$ cat src/rtl/sdr_pkg.sv
// Shared SDR receive-path constants: sample/angle widths and the CORDIC arctangent table.
package sdr_pkg;

  localparam int unsigned ANGLE_W  = 32;
  localparam int unsigned SAMPLE_W = 17;
  localparam int unsigned INT_W    = 19;
  localparam int unsigned MAG_W    = 18;
  localparam int unsigned ATAN_N   = 20;

  localparam logic [ANGLE_W-1:0] PI_HALF  = 32'h4000_0000;
  localparam logic [ANGLE_W-1:0] ANGLE_PI = 32'h8000_0000;

  // round(atan(2^-k) / (2*Pi) * 2^32), k = 0..19
  function automatic logic [ANGLE_W-1:0] atan_lut(input int unsigned k);
    case (k)
      0:       return 32'h2000_0000;
      1:       return 32'h12E4_051E;
      2:       return 32'h09FB_385B;
      3:       return 32'h0511_11D4;
      4:       return 32'h028B_0D43;
      5:       return 32'h0145_D7E1;
      6:       return 32'h00A2_F61E;
      7:       return 32'h0051_7C55;
      8:       return 32'h0028_BE53;
      9:       return 32'h0014_5F2F;
      10:      return 32'h000A_2F98;
      11:      return 32'h0005_17CC;
      12:      return 32'h0002_8BE6;
      13:      return 32'h0001_45F3;
      14:      return 32'h0000_A2FA;
      15:      return 32'h0000_517D;
      16:      return 32'h0000_28BE;
      17:      return 32'h0000_145F;
      18:      return 32'h0000_0A30;
      19:      return 32'h0000_0518;
      default: return '0;
    endcase
  endfunction

endpackage

$ cat src/rtl/cordic_vec_stage.sv
// One registered vectoring-mode CORDIC iteration: rotates (x, y) toward the +x axis
// and accumulates the applied rotation into z.
module cordic_vec_stage
  import sdr_pkg::*;
#(
  parameter int unsigned SHIFT = 0
) (
  input  logic                    clk,
  input  logic                    rst,
  input  logic signed [INT_W-1:0] x,
  input  logic signed [INT_W-1:0] y,
  input  logic [ANGLE_W-1:0]      z,
  input  logic                    valid,
  input  logic                    zero,
  output logic signed [INT_W-1:0] x_q,
  output logic signed [INT_W-1:0] y_q,
  output logic [ANGLE_W-1:0]      z_q,
  output logic                    valid_q,
  output logic                    zero_q
);

  localparam logic [ANGLE_W-1:0] ATAN_K = atan_lut(SHIFT);

  logic signed [INT_W-1:0] x_sh;
  logic signed [INT_W-1:0] y_sh;

  assign x_sh = x >>> SHIFT;
  assign y_sh = y >>> SHIFT;

  always_ff @(posedge clk) begin
    if (rst) valid_q <= 1'b0;
    else     valid_q <= valid;
  end

  // Rotate clockwise while y is non-negative, counter-clockwise otherwise.
  always_ff @(posedge clk) begin
    zero_q <= zero;
    if (!y[INT_W-1]) begin
      x_q <= x + y_sh;
      y_q <= y - x_sh;
      z_q <= z + ATAN_K;
    end else begin
      x_q <= x - y_sh;
      y_q <= y + x_sh;
      z_q <= z - ATAN_K;
    end
  end

endmodule

$ cat src/rtl/iq_phase_det.sv
// Pipelined CORDIC phase/magnitude detector: I/Q sample in, NCO-format phase, magnitude
// and sample-to-sample phase increment out, STAGES+2 clocks later.
module iq_phase_det
  import sdr_pkg::*;
#(
  parameter int unsigned STAGES = 16
) (
  input  logic                       clk,
  input  logic                       rst,
  input  logic                       in_valid,
  input  logic signed [SAMPLE_W-1:0] i_in,
  input  logic signed [SAMPLE_W-1:0] q_in,
  output logic                       out_valid,
  output logic [ANGLE_W-1:0]         phase,
  output logic [MAG_W-1:0]           mag,
  output logic [ANGLE_W-1:0]         freq
);

  logic signed [INT_W-1:0] i_ext;
  logic signed [INT_W-1:0] q_ext;

  logic signed [INT_W-1:0] fold_x;
  logic signed [INT_W-1:0] fold_y;
  logic [ANGLE_W-1:0]      fold_z;
  logic                    fold_valid;
  logic                    fold_zero;

  logic signed [INT_W-1:0] xs [STAGES+1];
  logic signed [INT_W-1:0] ys [STAGES+1];
  logic [ANGLE_W-1:0]      zs [STAGES+1];
  logic                    vs [STAGES+1];
  logic                    zf [STAGES+1];

  logic [ANGLE_W-1:0] phase_c;
  logic [MAG_W-1:0]   mag_c;
  logic               unused_last;

  assign i_ext = INT_W'(i_in);
  assign q_ext = INT_W'(q_in);

  always_ff @(posedge clk) begin
    if (rst) fold_valid <= 1'b0;
    else     fold_valid <= in_valid;
  end

  // Fold the left half-plane onto the right; 19-bit width keeps -(-65536) exact.
  always_ff @(posedge clk) begin
    fold_zero <= (i_in == '0) && (q_in == '0);
    if (i_in[SAMPLE_W-1]) begin
      fold_x <= -i_ext;
      fold_y <= -q_ext;
      fold_z <= ANGLE_PI;
    end else begin
      fold_x <= i_ext;
      fold_y <= q_ext;
      fold_z <= '0;
    end
  end

  assign xs[0] = fold_x;
  assign ys[0] = fold_y;
  assign zs[0] = fold_z;
  assign vs[0] = fold_valid;
  assign zf[0] = fold_zero;

  for (genvar k = 0; k < STAGES; k++) begin : g_stage
    cordic_vec_stage #(
      .SHIFT(k)
    ) u_stage (
      .clk    (clk),
      .rst    (rst),
      .x      (xs[k]),
      .y      (ys[k]),
      .z      (zs[k]),
      .valid  (vs[k]),
      .zero   (zf[k]),
      .x_q    (xs[k+1]),
      .y_q    (ys[k+1]),
      .z_q    (zs[k+1]),
      .valid_q(vs[k+1]),
      .zero_q (zf[k+1])
    );
  end

  // Residual y and the x sign bit are not needed once the vector sits on the +x axis.
  assign unused_last = ^{ys[STAGES], xs[STAGES][INT_W-1]};

  always_comb begin
    phase_c = zs[STAGES];
    mag_c   = xs[STAGES][MAG_W-1:0];
    if (zf[STAGES]) begin
      phase_c = '0;
      mag_c   = '0;
    end
  end

  // phase only moves on valid outputs, so it doubles as the previous valid phase.
  always_ff @(posedge clk) begin
    if (rst) begin
      out_valid <= 1'b0;
      phase     <= '0;
      mag       <= '0;
      freq      <= '0;
    end else begin
      out_valid <= vs[STAGES];
      if (vs[STAGES]) begin
        phase <= phase_c;
        mag   <= mag_c;
        freq  <= phase_c - phase;
      end
    end
  end

endmodule

$ cat config.mk
export PLATFORM = sky130hd
export DESIGN_NAME = iq_phase_det
export DESIGN_NICKNAME = d
export VERILOG_FILES = /design/src/rtl/sdr_pkg.sv /design/src/rtl/cordic_vec_stage.sv /design/src/rtl/iq_phase_det.sv
export SDC_FILE = /design/constraint.sdc
export NUM_CORES = 2
export LEC_CHECK = 0
export CORE_MARGIN = 3
export CORE_UTILIZATION = 50
export CTS_CLUSTER_DIAMETER = 60
export CTS_CLUSTER_SIZE = 25
export DETAILED_ROUTE_END_ITERATION = 10
export HOLD_SLACK_MARGIN = 0.08
export PLACE_DENSITY = 0.66
export REMOVE_ABC_BUFFERS = 1
export SYNTH_ARGS = -nofsm -noshare
export SYNTH_HDL_FRONTEND = slang
export SYNTH_SLANG_ARGS = --single-unit
$ cat constraint.sdc
create_clock -name clk -period 8.4 [get_ports clk]
set_input_delay 1.68 -clock clk [delete_from_list [all_inputs] [get_ports clk]]
set_output_delay 1.68 -clock clk [all_outputs]
set_load 0.02 [all_outputs]
==> impl_metrics.tcl <==
set metrics [dict create \
    firstDrtPassIters 8 \
    vias_per_cell 5.53 \
    synth_top_cells_by_area "dfxtp_1 30%, ha_1 17%, xnor2_1 8.5%" \
    htreeDepth 3 \
    cp_top_family "compound AO/OA/AOI/OAI gates" \
    fin_crit_ns 4.47 \
    antenna_left 0 \
    syn_inst 8853 \
    dieWidth_um 399 \
    overflow 0 \
    place_area_mm2 0.0806 \
    cp.required_ns 9.06 \
    drt-initial-drc-count 3261 \
    met2_usage_pct 39.1 \
    multiInputGateArea_mm2 0.0515 \
    place_congestion 0.902 \
    yosysSeqAreaShare_pct 30.2 \
    utilization_pct 55.6 \
    cpPeakStageDelay_ns 0.98 \
    crit_arrival_ns 5.12 \
    cts_hold_buffers 0 \
    finalMaxSlewViolations 0 \
    post-cts-setup-buffers 0 \
    synth_cell_types 98 \
    fillers 13900 \
    cts_buffers 116 \
    crit_top_cell "a21oi_1" \
    wl_per_cell_um 15.7 \
    grt_pass1_wl_mm 290 \
    startpoint_type "flip-flop" \
    ctsRootBufferMaster "clkbuf_16" \
    io_buffers 117 \
    synth-seq-cells 1164 \
    finalSetupViolCount 0 \
    n_antenna_cell 0 \
    syn_avg_cell_area_um2 8.73 \
    drc 0 \
    startpoint "g_stage[2].u_stage.y_q[18]" \
    clk_path_buf_depth 3 \
    regArea_mm2 0.0233 \
    met3_usage_pct 2.16 \
    yosysTopAreaCellShare_pct 30.2 \
    cap_violations 0 \
    die_area_mm2 0.159 \
    r2r-end "g_stage[3].u_stage.y_q[18]" \
    grt_usage_pct 21.5 \
    routed_wl_mm 175 \
    crit_cells 13 \
    grt_antenna_before_repair 0 \
    critPathCaptureType "flip-flop" \
    synthArstFlopShare_pct 0 \
    fin_crit_sh_pct 53.2 \
    row_count 143 \
    ys.flop_type "dfxtp_1" \
    grt_max_degree 75 \
    fin_nets 10100 \
    start_util_pct 50.6 \
    synth_warnings 0 \
    holdWs_ns 0.327 \
    worst-path-buf-inv 1 \
    tightest_slew_ns 1.07 \
    grt_pass1_vias 59600 \
    path_max_fanout 28 \
    synth_edf_count 0 \
    r2r_slack_ns 3.93 \
    busiest_layer "met2" \
    cts.clk_slew.worst_paths_ns 0.07 \
    ctsResizeCount 0 \
    rsz0062_at_grt "false" \
    design_area_mm2 0.0850 \
    clock-sinks 1164 \
    syn_area_mm2 0.0772 \
    finalSetupTns_ns 0 \
    grt_use_met1_pct 26.5 \
    crit_slowest_cell "dfxtp_1" \
    finalHoldViolCount 0 \
    drive_gt1_share_pct 3.75 \
    reg2regPathDepth 13 \
    max_freq_mhz 224 \
    tritoncts "yes" \
    worstHoldPathCells 0 \
    slew_headroom_pct 28.6 \
    hp-class "reg -> reg" \
    clock_latency_ns 0.75 \
    cp-endpoint "g_stage[3].u_stage.y_q[18]" \
    die_height_um 399 \
    yosysTopAreaCell "dfxtp_1" \
    crit_type "reg -> reg" \
    ios 120 \
    core_mm2 0.153 \
    status "completed" \
    crit_chain "buf_4 -> mux2_2 -> fa_1 -> a21o_1 -> a21oi_1 -> o21bai_1 -> a21oi_1 -> o21ai_1 -> a211oi_1 -> o2111ai_1 -> a31o_2 -> a21oi_1 -> xnor2_1" \
    finClkSkew_ns 0.0417 \
    via_count 61500 \
    area_growth_pct 9.98 \
    dpl.hpwl_mm 138 \
    r2r-start "g_stage[2].u_stage.y_q[18]" \
]
[registers in the layout, indices dropped and copies added (netlist names)]
signal / cells
fold_valid: 1
mag: 18
fold_y: 19
g_stage.u_stage.x_q: 302
g_stage.u_stage.z_q: 439
fold_x: 19
out_valid: 1
phase: 31
g_stage.u_stage.zero_q: 16
fold_zero: 1
freq: 31
g_stage.u_stage.valid_q: 16
fold_z: 1
g_stage.u_stage.y_q: 269
[synth_stat cells, drive strengths merged, types with 98 or more instances]
cell type  number
o21bai        138
xnor2         749
clkbuf        101
o21ai         410
a21o          403
nor2          771
nand2         433
nor3          237
and3          103
inv           520
nand2b         98
nor2b         184
ha           1059
xor2          387
nand3         164
dfxtp        1164
a21oi         812
[logic make-up (layout without fill, tap and decap cells)]
family / count (synthesis) / after routing / share of synthesized area, %
simple gates: 2311 / 2311 / 14.4
xor+xnor: 1136 / 1136 / 12.9
other cells: 1 / 4 / 0.00485
buf+inv: 652 / 883 / 3.18
fa+ha+maj: 1101 / 1101 / 18.2
compound gates: 2386 / 2386 / 19.8
mux: 102 / 102 / 1.36
flops: 1164 / 1164 / 30.2
[metal layers]
layer	up-vias	wire, um
met5	-	0
met2	994	85100
met3	290	5450
met1	28400	79400
met4	0	4940
li1	31800	-
[worst min path at each step]
| stage | start | to | slack, ns |
|---|---|---|---|
| final | g_stage[11].u_stage.zero_q | g_stage[12].u_stage.zero_q | 0.33 |
| after global routing | g_stage[10].u_stage.z_q[1] | g_stage[11].u_stage.z_q[1] | 0.33 |
| after CTS | g_stage[11].u_stage.zero_q | g_stage[12].u_stage.zero_q | 0.33 |
| after detailed placement | g_stage[9].u_stage.zero_q | g_stage[10].u_stage.zero_q | 0.31 |
| after global placement | g_stage[3].u_stage.zero_q | g_stage[4].u_stage.zero_q | 0.31 |
| after floorplan | fold_zero | g_stage[0].u_stage.zero_q | 0.31 |
[through the flow]
stage | std cells | setup slack [ns]
3_3_place_gp | 10900 | 3.96
3_5_place_dp | 10900 | 3.97
5_1_grt | 11100 | 3.60
4_1_cts | 11100 | 3.91
6_report | 11100 | 3.93
2_1_floorplan | 8726 | 4.27
[cell type report]
| class | count | area share [%] |
|---|---|---|
| clock inverter | 98 | 1.57 |
| multi-input combinational | 7040 | 60.6 |
| sequential | 1164 | 27.4 |
| timing repair buffer | 140 | 1.58 |
| clock buffer | 123 | 3.51 |
| inverter | 522 | 2.31 |
| tap | 2030 | 2.99 |
[cells in the final DEF, fill, tap and decap left out, drive strengths merged, types with 98 or more instances in the layout]
cell type	instances
dfxtp	1164
nand3	164
nand2b	98
a21o	403
nor2b	184
nor2	771
clkbuf	123
ha	1059
a21oi	812
o21bai	138
inv	572
nor3	237
xor2	387
xnor2	749
and3	103
o21ai	410
nand2	433
clkdlybuf4s50	116
Power is left out: the tool's default activity adds up to more than one toggle a clock period on the data nets, which glitch-free logic cannot reach.
